`src/rtl/fetch_queue_if.sv`:
```
// rtl/fetch_queue_if.sv - enqueue/dequeue handshake bundle for the fetch queue
interface fetch_queue_if;
  logic        enq_valid;
  logic        enq_ready;
  logic [31:0] enq_pc;
  logic [31:0] enq_instr;
  logic        deq_valid;
  logic        deq_ready;
  logic [31:0] deq_pc;
  logic [31:0] deq_instr;

  // Environment side: IF stage drives enq, decode drives deq_ready
  modport master (
    output enq_valid, enq_pc, enq_instr, deq_ready,
    input  enq_ready, deq_valid, deq_pc, deq_instr
  );

  // Queue side
  modport slave (
    input  enq_valid, enq_pc, enq_instr, deq_ready,
    output enq_ready, deq_valid, deq_pc, deq_instr
  );
endinterface

```
`src/rtl/fetch_queue.sv`:
```
// rtl/fetch_queue.sv - {pc, instr} buffer between the PC/IF stage and decode
module fetch_queue #(
  parameter int DEPTH = 4,
  parameter int AW    = 2
) (
  input  logic          clk,
  input  logic          reset,
  input  logic          flush,
  fetch_queue_if.slave  q,
  output logic [AW:0]   count
);

  localparam logic [AW:0]   FULL_CNT = (AW + 1)'(DEPTH);
  localparam logic [AW:0]   CNT_ONE  = (AW + 1)'(1);
  localparam logic [AW-1:0] PTR_ONE  = AW'(1);

  typedef logic [63:0] entry_t;

  entry_t        mem_q [DEPTH];
  entry_t        mem_d [DEPTH];
  logic [AW-1:0] rd_ptr_q, rd_ptr_d;
  logic [AW-1:0] wr_ptr_q, wr_ptr_d;
  logic [AW:0]   cnt_q, cnt_d;
  logic          enq_fire, deq_fire;

  // Status comes from held state only, so PCEN never sees deq_ready or flush
  assign q.enq_ready = (cnt_q != FULL_CNT);
  assign q.deq_valid = (cnt_q != '0);
  assign q.deq_pc    = q.deq_valid ? mem_q[rd_ptr_q][63:32] : 32'h0;
  assign q.deq_instr = q.deq_valid ? mem_q[rd_ptr_q][31:0]  : 32'h0;
  assign count       = cnt_q;

  // Flush dominates: a redirect cancels any transfer in the same cycle
  assign enq_fire = q.enq_valid & q.enq_ready & ~flush;
  assign deq_fire = q.deq_valid & q.deq_ready & ~flush;

  // Next pointer/count/storage values
  always_comb begin
    mem_d    = mem_q;
    rd_ptr_d = rd_ptr_q;
    wr_ptr_d = wr_ptr_q;
    cnt_d    = cnt_q;
    if (flush) begin
      rd_ptr_d = '0;
      wr_ptr_d = '0;
      cnt_d    = '0;
    end else begin
      if (enq_fire) begin
        mem_d[wr_ptr_q] = {q.enq_pc, q.enq_instr};
        wr_ptr_d        = wr_ptr_q + PTR_ONE;
      end
      if (deq_fire) begin
        rd_ptr_d = rd_ptr_q + PTR_ONE;
      end
      if (enq_fire && !deq_fire) begin
        cnt_d = cnt_q + CNT_ONE;
      end else if (deq_fire && !enq_fire) begin
        cnt_d = cnt_q - CNT_ONE;
      end
    end
  end

  // Control state, cleared asynchronously
  always_ff @(posedge clk or negedge reset) begin
    if (!reset) begin
      rd_ptr_q <= '0;
      wr_ptr_q <= '0;
      cnt_q    <= '0;
    end else begin
      rd_ptr_q <= rd_ptr_d;
      wr_ptr_q <= wr_ptr_d;
      cnt_q    <= cnt_d;
    end
  end

  // Entry storage; contents are don't-care until written, so no reset
  always_ff @(posedge clk) begin
    mem_q <= mem_d;
  end

endmodule

```
`src/flat_wrapper.sv`:
```
// flat-port wrapper written by rule: the top's interface ports become plain ports
module fetch_queue_flat 
#(
  parameter int DEPTH = 4,
  parameter int AW    = 2
)
  (clk, reset, flush, count, q_enq_valid, q_enq_pc, q_enq_instr, q_deq_ready, q_enq_ready, q_deq_valid, q_deq_pc, q_deq_instr);
  fetch_queue_if q_i ();
  input  logic clk;
  input  logic reset;
  input  logic flush;
  output logic [AW:0] count;
  input wire logic [$bits(q_i.enq_valid)-1:0] q_enq_valid;
  input wire logic [$bits(q_i.enq_pc)-1:0] q_enq_pc;
  input wire logic [$bits(q_i.enq_instr)-1:0] q_enq_instr;
  input wire logic [$bits(q_i.deq_ready)-1:0] q_deq_ready;
  output wire logic [$bits(q_i.enq_ready)-1:0] q_enq_ready;
  output wire logic [$bits(q_i.deq_valid)-1:0] q_deq_valid;
  output wire logic [$bits(q_i.deq_pc)-1:0] q_deq_pc;
  output wire logic [$bits(q_i.deq_instr)-1:0] q_deq_instr;
  assign q_i.enq_valid = q_enq_valid;
  assign q_i.enq_pc = q_enq_pc;
  assign q_i.enq_instr = q_enq_instr;
  assign q_i.deq_ready = q_deq_ready;
  assign q_enq_ready = q_i.enq_ready;
  assign q_deq_valid = q_i.deq_valid;
  assign q_deq_pc = q_i.deq_pc;
  assign q_deq_instr = q_i.deq_instr;
  fetch_queue #(.DEPTH(DEPTH), .AW(AW)) u_core (.clk(clk), .reset(reset), .flush(flush), .q(q_i), .count(count));
endmodule
```
`config.mk`:
```
export PLATFORM = sky130hd
export DESIGN_NAME = fetch_queue_flat
export DESIGN_NICKNAME = d
export VERILOG_FILES = /design/src/rtl/fetch_queue_if.sv /design/src/rtl/fetch_queue.sv /design/src/flat_wrapper.sv
export SDC_FILE = /design/constraint.sdc
export NUM_CORES = 1
export LEC_CHECK = 0
export BUFFER_PORTS_ARGS = -buffer_cell sky130_fd_sc_hd__buf_2
export CORE_MARGIN = 2
export CORE_UTILIZATION = 57
export CTS_CLUSTER_DIAMETER = 150
export DETAILED_ROUTE_END_ITERATION = 16
export PLACE_DENSITY = 0.79
export SLEW_MARGIN = 25
export SYNTH_ARGS = -nofsm -noshare
export SYNTH_HDL_FRONTEND = slang
export SYNTH_SLANG_ARGS = --single-unit
```
`constraint.sdc`:
```
create_clock -name clk -period 3.24 [get_ports clk]
set_input_delay 0.648 -clock clk [delete_from_list [all_inputs] [get_ports clk]]
set_output_delay 0.648 -clock clk [all_outputs]
set_load 0.02 [all_outputs]
```
Word level (Yosys, flattened, before mapping)
Cells that the tools add are included.
Storage, ports and cells
  input bits: 69
  flip-flop bits (word level): 263
  output and inout bits: 69
Operators by class
  muxes and demuxes: 15
  reductions and logical operators: 10
  equal/unequal tests: 1
  bitwise gates (word level): 7
  add/subtract/negate cells: 4
  order comparisons: 3
Operator list (count)
  $bwmux 256: 1
  $mux 64: 3
  $bmux 64 s2: 1
  $demux 64 s2: 1
  $mux 32: 2
  $mux 3: 3
  $mux 2: 4
  $ge 3x3->1 const B: 2
  $not 2->3: 2
  $reduce_bool 3->1: 2
  $add 2x1->2 const B: 2
  $and 1x1->1: 4
  $reduce_bool 2->1: 2
  $add 3x1->3 const B: 1
  $logic_and 1x1->1: 3
  $lt 3x1->1 const B: 1
  $ne 3x3->1 const B: 1
  $sub 3x1->3 const B: 1
  $logic_not 1->1: 2
  $reduce_and 2->1: 1
  $not 1->1: 1

Logic depth before layout (Yosys ltp)
  word-level depth: 8
  depth in mapped cells: 7
  depth with buffers taken out: 6

Worst setup path after synthesis
No wires, ideal clock.
  path type: input-to-reg
  start: in q_enq_valid
  end: reg u_core.mem_q[0] in the netlist's numbering, enable pin
  stages: 4
  arrival: 2.787 ns
  setup slack: 0.024 ns
  library setup time: 0.429 ns
  cell sequence: clkbuf_1 inv_1 nor3_1 and2_1
On the way
  word-level cells in the longest chain between the ends: 3
RTL lines
  from (decl): RTL line flat_wrapper.sv:13  | input wire logic [$bits(q_i.enq_valid)-1:0] q_enq_valid;
  $and 1x1->1 (2 in series): RTL line fetch_queue.sv:34  | assign enq_fire = q.enq_valid & q.enq_ready & ~flush;
  $reduce_and 2->1 (no line)
  to (signal assigned): RTL line fetch_queue.sv:78  | mem_q <= mem_d;
  to (decl): RTL line fetch_queue.sv:19  | entry_t mem_q [DEPTH];
No other way between the ends.
A chain may end at the register's enable or synchronous reset.

Worst setup path in the final report
  start: reg u_core.rd_ptr_q[0]
  end: out q_deq_pc[1]
On the way
  word-level cells in the longest chain between the ends: 5
RTL lines
  from (decl): RTL line fetch_queue.sv:21  | logic [AW-1:0] rd_ptr_q, rd_ptr_d;
  from (signal assigned): RTL line fetch_queue.sv:70  | rd_ptr_q <= rd_ptr_d;
  $not 2->3 (implied by the code): RTL line fetch_queue.sv:29  | assign q.deq_pc = q.deq_valid ? mem_q[rd_ptr_q][63:32] : 32'h0;
  $bmux 64 s2: RTL line fetch_queue.sv:29
  $mux 64 (2 in series)
  $mux 32: RTL line fetch_queue.sv:29
  to (decl): RTL line flat_wrapper.sv:19  | output wire logic [$bits(q_i.deq_pc)-1:0] q_deq_pc;
No other way between the ends. The select of a mux whose other input is x is not followed.

==> flow_metrics.tcl <==
set metrics [dict create \
    yosysWarnings 0 \
    synth-simple-area-share_pct 5.02 \
    clk_pin_slew_worst_paths_ns 0.06 \
    finalCriticalPeriod_ns 3.03 \
    synthTopCellsByArea "edfxtp_1, mux4_2, and2_1, dfrtp_1, buf_6" \
    fp-row-count 48 \
    gr-total-overflow 0 \
    synth_edf_count 256 \
    synth_nets 541 \
    wire_per_inst_um 22.0 \
    place.gp.congestion 0.791 \
    fin_setup_tns_ns 0 \
    r2r_end "u_core.mem_q[49]$_DFFE_PP_" \
    cts_tree "yes" \
    synth.distinct_cells 30 \
    clk_latency_ns 0.51 \
    synth_top_area_share_pct 75.4 \
    relSlewSlack_pct 58.3 \
    max_freq_mhz 330 \
    nets 693 \
    via_per_inst 5.73 \
    synth_top_family_by_area "multiplexers" \
    port_buffers 137 \
    ant_nets 0 \
    postLayoutCellArea_um2 12100 \
    cts-resized-gates 0 \
    grt_pass1_vias 5306 \
    die_h_um 138 \
    reg2reg_depth 4 \
    period_share_pct 93.5 \
    cp.arrival_ns 2.38 \
    postCtsSetupBuffers 0 \
    ys_ff_latch 263 \
    critPathMaxFanout 20 \
    grt_pass1_wl_um 28600 \
    worst_hold_slack_ns 0.346 \
    placed_cell_area_um2 11200 \
    core-area_um2 17400 \
    layout_commonest_cell "edfxtp_1" \
    synth_compound_area_share_pct 0.786 \
    remaining_drc_errors 0 \
    synth-xor-area-share_pct 0.172 \
    status "completed" \
    min_to "u_core.mem_q[249]$_DFFE_PP_" \
    max-cap-violations 0 \
    synth-seq-area-share_pct 77.1 \
    dp.cells 815 \
    required_ns 2.59 \
    initial_core_util_pct 58.5 \
    reg2reg_from "u_core.count[2]$_DFFE_PN0P_" \
    synthMuxAreaShare_pct 14.5 \
    drt-initial-drc-count 326 \
    rsz0062_at_grt "no" \
    fin_cells 864 \
    setup_viol 0 \
    r2r_slack_ns 0.91 \
    ir_drop_mv 0.531 \
    grt-busiest-layer "met2" \
    critPathLaunchType "flip-flop" \
    vias 4951 \
    async_flop_share_pct 2.66 \
    cts_root_buf "clkbuf_16" \
    grt.total_usage_pct 20.3 \
    synth_area_leader_cell "edfxtp_1" \
    hold_viol_final 0 \
    die-width_um 138 \
    clock_skew_ns 0.00850 \
    synth_area_um2 10200 \
    area_delta_synth_final_pct 18.3 \
    report.final.slew_viol_count 0 \
    hold_path.class "in -> reg" \
    grt_max_degree 57 \
    met2_usage_pct 34.4 \
    cts_sinks 263 \
    gr-usage-met1_pct 27.7 \
    first_pass_iters 5 \
    p_leak_nw 4.16 \
    hold_depth 1 \
    cp-end-kind "output pin" \
    antenna_found_initial 1 \
    htreeDepth 1 \
    cts_buffers 26 \
    p_per_area_nw_per_um2 811 \
    synth_flop_cell "edfxtp_1" \
    final_cell_mix "edfxtp_1, buf_2, mux4_2, and2_1, clkbuf_16" \
    wl_um 19000 \
    boundaryPins 138 \
    min_from "q_enq_pc[25]" \
    clock_path_buffers 3 \
    worstSetupPathType "reg -> out" \
    avgSynthCellArea_um2 21.8 \
    worstMarginPinSlew_ns 0.625 \
    drive_gt1_share_pct 40.4 \
    synthAdderAreaFrac_pct 0.687 \
    dieArea_um2 19000 \
    dp_hpwl_um 11500 \
    netlist_instances 467 \
    met3_usage_pct 3.79 \
]
layer usage:
layer,up-vias,part of all wire (%)
met5,-,0
met2,172,51
met4,0,2.0
met3,34,6.3
met1,2548,41
li1,2197,-
per-stage QoR:
step,utilization (%),worst slack (ns),total power (W)
after floorplan,-,0.0241,0.00606
after global placement,64.2,0.718,0.00688
after detailed placement,64.2,0.618,0.00695
after CTS,69.2,0.138,0.00988
after global routing,69.2,0.0608,0.0102
final,69.2,0.212,0.00978
repair_timing:
item	4_1_cts	5_1_grt
setup endpoints to repair	0	0
hold buffers	1	0
hold endpoints to repair	7	0
synthesized netlist by cell type (4+ instances only):
library cell,number
and2_1,68
buf_2,6
buf_6,6
clkbuf_1,12
dfrtp_1,7
edfxtp_1,256
ha_1,4
inv_1,7
mux4_2,64
nor2_1,9
o21ai_0,4
worst max-delay path by stage:
stage / start / to / slack [ns] / cells after the start
after floorplan: q_enq_valid / u_core.mem_q[0]$_DFFE_PP_ / 0.02 / 4
after global placement: u_core.rd_ptr_q[0]$_DFFE_PN0P_ / q_deq_pc[25] / 0.72 / 4
after detailed placement: q_enq_valid / u_core.mem_q[50]$_DFFE_PP_ / 0.62 / 5
after CTS: u_core.rd_ptr_q[0]$_DFFE_PN0P_ / q_deq_pc[1] / 0.14 / 4
after global routing: u_core.rd_ptr_q[0]$_DFFE_PN0P_ / q_deq_pc[1] / 0.06 / 4
final: u_core.rd_ptr_q[0]$_DFFE_PN0P_ / q_deq_pc[1] / 0.21 / 4
layout make-up:
class | instances | area (um^2)
multi-input cells | 172 | 2170
fillers | 1111 | 5360
clock buffers | 33 | 728
diodes | 1 | 2.50
clock inverters | 14 | 130
well taps | 225 | 282
repair buffers | 149 | 853
flip-flops and latches | 263 | 7870
inverters | 7 | 26.3
power by group:
part | internal, W | switching [W] | leakage [nW]
registers | 0.00393 | 0.000107 | 2.41
clock network | 0.00175 | 0.00120 | 0.417
logic | 0.00118 | 0.00162 | 1.33
total | 0.00685 | 0.00293 | 4.16
sequential cells by signal, indices dropped and copies added, names as in the netlist:
register         cells
u_core.mem_q       256
u_core.count         3
u_core.rd_ptr_q      2
u_core.wr_ptr_q      2
cells by family after synthesis:
group | after synthesis
buffers and inverters | 32
and+or+nand+nor | 86
AOI/OAI and AO/OA | 12
xor gates and xnor gates | 2
muxes | 67
adders and majority gates | 5
DFF | 263
critical path, stage by stage (launching register included):
cell and delay, ns:
dfrtp_4 0.56, buf_4 0.41, mux4_2 0.56, and2_1 0.18, buf_2 0.16
Note: power is estimated with default switching activity, not from simulation.
